--- src/rtl/mips_multicycle_ctrl.sv ---
// Moore control FSM for the multicycle MIPS datapath: sequencing, mux selects, ALU decode, memory stall.
// Define MIPS_CTRL_BNE_EN to add bne (op 000101) support through the BRANCH state.
module mips_multicycle_ctrl #(
  parameter bit MEM_WAIT_EN_DEFAULT = 1'b1
) (
  input  logic       clk,
  input  logic       rst,
  input  logic [5:0] op,
  input  logic [5:0] funct,
  input  logic       zero,
  input  logic       mem_ready,
  output logic       iord,
  output logic       mem_write,
  output logic       ir_write,
  output logic       pc_en,
  output logic       reg_write,
  output logic       reg_dst,
  output logic       mem_to_reg,
  output logic       alu_src_a,
  output logic [1:0] alu_src_b,
  output logic [1:0] pc_src,
  output logic [2:0] alu_control,
  output logic       illegal_op,
  output logic [3:0] state
);

  typedef enum logic [3:0] {
    S_FETCH  = 4'd0,  S_DECODE = 4'd1,  S_MEMADR = 4'd2,  S_MEMRD  = 4'd3,
    S_MEMWB  = 4'd4,  S_MEMWR  = 4'd5,  S_EXEC   = 4'd6,  S_ALUWB  = 4'd7,
    S_BRANCH = 4'd8,  S_ADDIEX = 4'd9,  S_ADDIWB = 4'd10, S_JUMP   = 4'd11
  } state_t;

  localparam logic [5:0] OP_LW    = 6'b100011;
  localparam logic [5:0] OP_SW    = 6'b101011;
  localparam logic [5:0] OP_RTYPE = 6'b000000;
  localparam logic [5:0] OP_BEQ   = 6'b000100;
  localparam logic [5:0] OP_ADDI  = 6'b001000;
  localparam logic [5:0] OP_J     = 6'b000010;
`ifdef MIPS_CTRL_BNE_EN
  localparam logic [5:0] OP_BNE   = 6'b000101;
`endif

  localparam logic [2:0] ALU_ADD = 3'b010;
  localparam logic [2:0] ALU_SUB = 3'b110;
  localparam logic [2:0] ALU_AND = 3'b000;
  localparam logic [2:0] ALU_OR  = 3'b001;
  localparam logic [2:0] ALU_SLT = 3'b111;

  // Returns {valid, alu_control}; unknown funct codes are flagged invalid.
  function automatic logic [3:0] alu_decode(input logic [5:0] fn);
    logic [3:0] r;
    case (fn)
      6'b100000: r = {1'b1, ALU_ADD};
      6'b100010: r = {1'b1, ALU_SUB};
      6'b100100: r = {1'b1, ALU_AND};
      6'b100101: r = {1'b1, ALU_OR};
      6'b101010: r = {1'b1, ALU_SLT};
      default:   r = {1'b0, ALU_ADD};
    endcase
    return r;
  endfunction

  state_t     state_q, state_d;
  logic       is_sw_q, is_sw_d;
`ifdef MIPS_CTRL_BNE_EN
  logic       is_bne_q, is_bne_d;
`endif
  logic       mem_rdy_s;
  logic       pc_write_s;
  logic       branch_s;
  logic       br_cond_s;
  logic [3:0] fn_dec_s;

  assign mem_rdy_s = mem_ready | ~MEM_WAIT_EN_DEFAULT;
  assign state     = state_q;

  // State register plus the instruction-class flags latched in DECODE.
  always_ff @(posedge clk or negedge rst) begin
    if (!rst) begin
      state_q  <= S_FETCH;
      is_sw_q  <= 1'b0;
`ifdef MIPS_CTRL_BNE_EN
      is_bne_q <= 1'b0;
`endif
    end else begin
      state_q  <= state_d;
      is_sw_q  <= is_sw_d;
`ifdef MIPS_CTRL_BNE_EN
      is_bne_q <= is_bne_d;
`endif
    end
  end

  // Next-state and output decode; rst low keeps every output at its zero default.
  always_comb begin
    state_d     = state_q;
    is_sw_d     = is_sw_q;
`ifdef MIPS_CTRL_BNE_EN
    is_bne_d    = is_bne_q;
    br_cond_s   = zero ^ is_bne_q;
`else
    br_cond_s   = zero;
`endif
    fn_dec_s    = alu_decode(funct);
    iord        = 1'b0;
    mem_write   = 1'b0;
    ir_write    = 1'b0;
    reg_write   = 1'b0;
    reg_dst     = 1'b0;
    mem_to_reg  = 1'b0;
    alu_src_a   = 1'b0;
    alu_src_b   = 2'b00;
    pc_src      = 2'b00;
    alu_control = 3'b000;
    illegal_op  = 1'b0;
    pc_write_s  = 1'b0;
    branch_s    = 1'b0;
    if (rst) begin
      case (state_q)
        S_FETCH: begin
          alu_src_b   = 2'b01;
          alu_control = ALU_ADD;
          if (mem_rdy_s) begin
            ir_write   = 1'b1;
            pc_write_s = 1'b1;
            state_d    = S_DECODE;
          end else begin
            state_d    = S_FETCH;
          end
        end
        S_DECODE: begin
          alu_src_b   = 2'b11;
          alu_control = ALU_ADD;
          case (op)
            OP_LW:    begin state_d = S_MEMADR; is_sw_d = 1'b0; end
            OP_SW:    begin state_d = S_MEMADR; is_sw_d = 1'b1; end
            OP_RTYPE: begin
              if (fn_dec_s[3]) begin
                state_d    = S_EXEC;
              end else begin
                state_d    = S_FETCH;
                illegal_op = 1'b1;
              end
            end
            OP_BEQ: begin
              state_d  = S_BRANCH;
`ifdef MIPS_CTRL_BNE_EN
              is_bne_d = 1'b0;
`endif
            end
`ifdef MIPS_CTRL_BNE_EN
            OP_BNE:   begin state_d = S_BRANCH; is_bne_d = 1'b1; end
`endif
            OP_ADDI:  state_d = S_ADDIEX;
            OP_J:     state_d = S_JUMP;
            default:  begin state_d = S_FETCH; illegal_op = 1'b1; end
          endcase
        end
        S_MEMADR: begin
          alu_src_a   = 1'b1;
          alu_src_b   = 2'b10;
          alu_control = ALU_ADD;
          state_d     = is_sw_q ? S_MEMWR : S_MEMRD;
        end
        S_MEMRD: begin
          iord    = 1'b1;
          state_d = mem_rdy_s ? S_MEMWB : S_MEMRD;
        end
        S_MEMWB: begin
          reg_write  = 1'b1;
          mem_to_reg = 1'b1;
          state_d    = S_FETCH;
        end
        S_MEMWR: begin
          iord      = 1'b1;
          mem_write = 1'b1;
          state_d   = mem_rdy_s ? S_FETCH : S_MEMWR;
        end
        S_EXEC: begin
          alu_src_a   = 1'b1;
          alu_control = fn_dec_s[2:0];
          state_d     = S_ALUWB;
        end
        S_ALUWB: begin
          reg_write = 1'b1;
          reg_dst   = 1'b1;
          state_d   = S_FETCH;
        end
        S_BRANCH: begin
          alu_src_a   = 1'b1;
          alu_control = ALU_SUB;
          pc_src      = 2'b01;
          branch_s    = 1'b1;
          state_d     = S_FETCH;
        end
        S_ADDIEX: begin
          alu_src_a   = 1'b1;
          alu_src_b   = 2'b10;
          alu_control = ALU_ADD;
          state_d     = S_ADDIWB;
        end
        S_ADDIWB: begin
          reg_write = 1'b1;
          state_d   = S_FETCH;
        end
        S_JUMP: begin
          pc_src     = 2'b10;
          pc_write_s = 1'b1;
          state_d    = S_FETCH;
        end
        default: state_d = S_FETCH;
      endcase
    end else begin
      state_d = S_FETCH;
    end
    pc_en = pc_write_s | (branch_s & br_cond_s);
  end

endmodule

--- config.mk ---
export PLATFORM = sky130hd
export DESIGN_NAME = mips_multicycle_ctrl
export DESIGN_NICKNAME = d
export VERILOG_FILES = /design/src/rtl/mips_multicycle_ctrl.sv
export SDC_FILE = /design/constraint.sdc
export NUM_CORES = 1
export LEC_CHECK = 0
export CAP_MARGIN = 0
export CORE_MARGIN = 2
export CORE_UTILIZATION = 39
export DETAILED_ROUTE_END_ITERATION = 8
export PLACE_DENSITY = 0.76
export SLEW_MARGIN = 20
export SYNTH_ARGS = -nofsm -noshare
export SYNTH_HDL_FRONTEND = slang
export SYNTH_SLANG_ARGS = --single-unit
--- constraint.sdc ---
create_clock -name clk -period 1.89 [get_ports clk]
set_input_delay 0.189 -clock clk [delete_from_list [all_inputs] [get_ports clk]]
set_output_delay 0.189 -clock clk [all_outputs]
set_load 0.01 [all_outputs]
After elaboration in Yosys (flattened, before gate mapping)
Index checks and enable logic that the tools add are counted.
{ "word_totals": {"ff_bits": 5, "latchBits": 0, "ram_bits": 0, "rom_bits": 0, "inputBits": 16, "out_inout_bits": 20, "wordCells": 75, "memories": 0} }
{ "op_classes": {"add_sub_neg": 0, "mul": 0, "div_mod_pow": 0, "magnitude_cmp": 0, "eq_ne": 21, "n_shift": 0, "mux": 39, "n_bitwise": 2, "n_reduce_logical": 11} }
{ "op_table": {"columns": ["cell", "n"], "rows": [
  ["equality test 6 bit, second input constant", 7],
  ["one-hot mux 4 bit (5 select lines)", 2],
  ["one-hot mux 4 bit (7 select lines)", 1],
  ["two-way mux 1 bit", 22],
  ["equality test 4 x 3 -> 1 bit, second input constant", 4],
  ["equality test 4 bit, second input constant", 4],
  ["two-way mux 3 bit", 5],
  ["one-hot mux 3 bit (3 select lines)", 1],
  ["equality test 4 x 2 -> 1 bit, second input constant", 2],
  ["OR reduction 4 bit", 2],
  ["equality test 6 x 2 -> 1 bit, second input constant", 1],
  ["equality test 6 x 3 -> 1 bit, second input constant", 1],
  ["equality test 6 x 4 -> 1 bit, second input constant", 1],
  ["zero test 6 bit", 1],
  ["one-hot mux 1 bit (2 select lines)", 3],
  ["one-hot mux 2 bit (3 select lines)", 1],
  ["OR reduction 2 bit", 3],
  ["OR reduction 5 bit", 1],
  ["equality test 4 x 1 -> 1 bit, second input constant", 1],
  ["zero test 4 bit", 1],
  ["two-way mux 2 bit", 2],
  ["two-way mux 4 bit", 1],
  ["one-hot mux 2 bit (2 select lines)", 1],
  ["AND reduction 3 bit", 1],
  ["4 further kinds", 4]
]} }

Logic depth before layout (Yosys ltp)
{ "logic_depth": {"depth_word": 6, "depth_mapped": 5, "ltp_nobuf": 4} }

Worst setup path after synthesis
Ideal clock, no wire load.
{ "synth_path": {"kind": "register -> output", "from": "register state_q[1], in the netlist state[1]", "to": "output port illegal_op", "t_arrival_ns": 1.523, "required_time_ns": 1.701, "setup_slack_ns": 0.178, "path_stages_with_launch": 6, "n_path_buf": 1, "path_cell_list": "dfrtp_1 clkbuf_1 nand2b_1 nor3_4 nand2_1 nor4_1"} }
{ "synth_between": {"elab_chain_cells": 3} }
{ "synth_lines": {"columns": ["element", "line", "source"], "rows": [
  ["start, declared", "63", "state_t state_q, state_d;"],
  ["start signal, assigned", "86", "state_q <= state_d;"],
  ["equality test 4 x 1 -> 1 bit", "119", "case (state_q)"],
  ["two-way mux 1 bit", "119", null],
  ["two-way mux 1 bit", "118", "if (rst) begin"],
  ["end, declared", "23", "output logic illegal_op,"]
]} }
Every way passes these cells.

Worst setup path after layout
{ "layout_path": {"from": "register state_q[3], in the netlist state[3]", "to": "output port reg_write"} }
{ "layout_between": {"elab_chain_cells": 4, "elab_cells_between_ends": 6, "classes_between": "eq/ne: 3; mux: 2; reduce/logical: 1"} }
{ "layout_lines": {"columns": ["element", "line", "source"], "rows": [
  ["equality test 4 x 3 -> 1 bit or equality test 4 bit (tied branches)", "119", null],
  ["OR reduction 3 bit (no source line) (*)", null, null],
  ["two-way mux 1 bit (*)", "119", null],
  ["two-way mux 1 bit (*)", "118", null],
  ["end, declared", "16", "output logic reg_write,"]
]} }
Every way passes the cells marked *; elsewhere a longest branch is shown, timed or not.

==> impl_metrics.csv <==
group,metric,value,unit
run_status,outcome,"completed",
timing,fmax,0.539,GHz
cells_and_area,nets,185,
clock_tree,hold_buffers,0,
synth,synth_top_family_by_area,"simple AND/OR/NAND/NOR gates",
timing,slew_violations,0,
detailed_routing,routedWlPerCell,14.0,µm
global_routing,grt_overflow,0,
detailed_routing,drtIter0Drc,21,
timing,worstMarginPinSlew,472,ps
place,post-place-ws,-387,ps
critical_path,criticalPathCategory,"register to output port",
global_routing,grt_pass1_vias,1019,
synth,synthesis.nets,112,
critical_path,reg2reg_depth,6,
timing,whs,138,ps
critical_path,reg2reg_to,"is_sw_q",
clock_tree,cts_buffers,3,
critical_path,slowest_delay,410,ps
clock_tree,htreeDepth,1,
floorplanning,dieWidth,46.2,µm
synth,synth_warnings,0,
floorplanning,core_region_area,1710,µm²
synth,synth_xor_area_share,2.52,%
detailed_routing,post_drt_via_cell_ratio,5.25,
critical_path,regToRegStartpoint,"state[3]",
critical_path,start_kind,"register",
detailed_routing,vias,1013,
cells_and_area,diodes,0,
power,power_density,324,nW/µm²
critical_path,cp.required,1700,ps
synth,yosysSeqAreaShare,18.0,%
cells_and_area,finish.utilization,81.7,%
critical_path,critPathArrivalTime,1660,ps
critical_path,crit_path_max_fanout,4,
synth,async_flop_share,100,%
detailed_routing,drc,0,
critical_path,cp_cell_sequence,"nor2b_2 -> buf_4 -> a21oi_1 -> o32ai_1 -> and2_1 -> dlygate4sd2_1",
floorplanning,start_util,40.7,%
timing,slew_headroom,68.3,%
clock_tree,cts.sink_count,5,
floorplanning,dieArea,2130,µm²
clock_tree,cts_root_buf,"clkbuf_4",
synth,synth_cell_types,40,
global_routing,grt_pass1_wl,4.02,mm
place,place.gp.congestion,0.817,
synth,synth_seq_cells,5,
critical_path,crit_path_end_kind,"output port",
synth,synth_edf_count,0,
floorplanning,std_cell_rows,15,
timing,hold_viol_final,0,
place,dp.cells,186,
place,io_buffers,35,
global_routing,track_usage,25.5,%
synth,synth-simple-area-share,44.1,%
critical_path,ff2ff_setup_slack,340,ps
synth,synth_fa_ha_area_share,0,%
timing,setup_violations,0,
clock_tree,clkLatencyLatePin,250,ps
timing,fin_ws,36.1,ps
cells_and_area,synthToLayoutAreaGrowth,101,%
power,vdd_drop_max,0.000238,V
timing,rsz0062_at_grt,"yes",
floorplanning,dieHeight,46.2,µm
timing,period_minus_slack,1850,ps
critical_path,slowest_stage,"dfrtp_1",
synth,synth.area.mux_share,4.86,%
clock_tree,clock_path_buffers,2,
detailed_routing,routed_wl,2.70,mm
synth,synth_compound_area_share,24.5,%
global_routing,grt_antenna_before_repair,0,
cells_and_area,nFillCells,120,
synth,synth_top_flop_cell,"dfrtp_1",
synth,synth.avg_cell_area,7.23,µm²
clock_tree,clkTransAtPathRegs,50,ps
clock_tree,cts_tree,"built",
cells_and_area,layout-drive-gt1-share,35.7,%
flow_run,cap_viol_max_count,0,
cells_and_area,fin_cells,193,
synth,syn_inst,96,
floorplanning,io_pins,36,
global_routing,grt_max_degree,12,
detailed_routing,firstDrtPassIters,6,
hold_path,hold_path.class,"input pin to async pin",
detailed_routing,final_antenna_net_count,0,
place,hpwl,2.01,mm
synth,synthesis.area,694,µm²
timing,fin_crit_sh,98.1,%
power,p_leak,0.697,nW
timing,skew,4.38,ps
==> sequential cells by signal, indices dropped and copies added (netlist names) <==
| register | flops |
|---|---|
| state | 4 |
| is_sw_q | 1 |
==> layout by cell type (no fill, tap or decap), drive strengths merged, types with 2 or more instances in the layout <==
master,n
nor3b,3
nor4,3
nor3,9
buf,41
dfrtp,5
clkdlybuf4s50,14
dlymetal6s2s,5
mux2,3
nand3,2
nor2,9
o21ai,3
a21oi,7
a311oi,2
clkbuf,5
dlygate4sd2,13
nor2b,4
a211oi,2
inv,3
a211o,2
nand2b,5
nand2,9
==> worst max-delay path: cells and delay by family, from the launching register on <==
family                 cells  cell delay [ps]
AND/OR/NAND/NOR            2              330
AO/OA/AOI/OAI              2              260
flip-flops                 1              410
buffers and inverters      2              400
==> timing repair <==
action | CTS | global route
buffers inserted | 2 | 1
pin swaps | 0 | 3
endpoints found under the setup margin | 16 | 4
resized for setup | 21 | 17
==> synthesized netlist by cell type, types with 3 or more instances <==
cell	number	area (µm²)
a21oi_1	7	35.0
buf_2	3	15.0
clkbuf_1	4	15.0
dfrtp_1	5	125
inv_1	3	11.3
nand2_1	9	33.8
nand2b_1	5	31.3
nor2_1	9	33.8
nor2b_1	4	25.0
nor3_1	8	40.0
nor3b_1	3	22.5
==> where the power goes <==
part | switching [mW] | internal [mW] | leakage (nW)
clock | 0.0514 | 0.0803 | 0.0150
sequential | 0.00562 | 0.112 | 0.0669
combinational | 0.0894 | 0.112 | 0.615
==> how the worst max path moves through the flow <==
stage,slack [ps],cells past startpoint,startpoint,endpoint
detailed placement,-390,5,op[0],illegal_op
finish,40,6,state[3],reg_write
global route,-30,6,op[0],illegal_op
floorplan,180,5,state[1],illegal_op
CTS,-200,5,funct[4],illegal_op
global placement,-330,5,funct[4],illegal_op
==> per-layer routing <==
| metal | share of wire, % | up-vias | GRT usage, % |
|---|---|---|---|
| li1 | - | 502 | - |
| met1 | 38 | 460 | 28.7 |
| met2 | 55 | 45 | 47.2 |
| met3 | 5.3 | 6 | 2.75 |
| met4 | 1.7 | 0 | 10.9 |
| met5 | 0 | - | 0 |
==> final cells by class <==
cell class / count / area [µm²] / share of cell area, %
Timing Repair Buffer: 75 / 637 / 45.7
Multi-Input combinational cell: 81 / 563 / 40.4
Sequential cell: 5 / 126 / 9.06
Tap cell: 25 / 31.3 / 2.24
Clock buffer: 4 / 26.3 / 1.88
Inverter: 3 / 11.3 / 0.807
==> stage by stage <==
step	cell area [µm²]	TNS, ps	total power, mW
after floorplan	694	0	0.191
after global placement	1320	-1070	0.314
after detailed placement	1320	-1100	0.319
after CTS	1360	-197	0.447
after global routing	1400	-31.4	0.474
final	1400	0	0.451
==> logic make-up after synthesis <==
family	count (synthesis)
simple gates	51
compound gates	25
flops	5
mux	3
xor+xnor	2
buf+inv	10
Note: power is estimated with default switching activity, not from simulation.
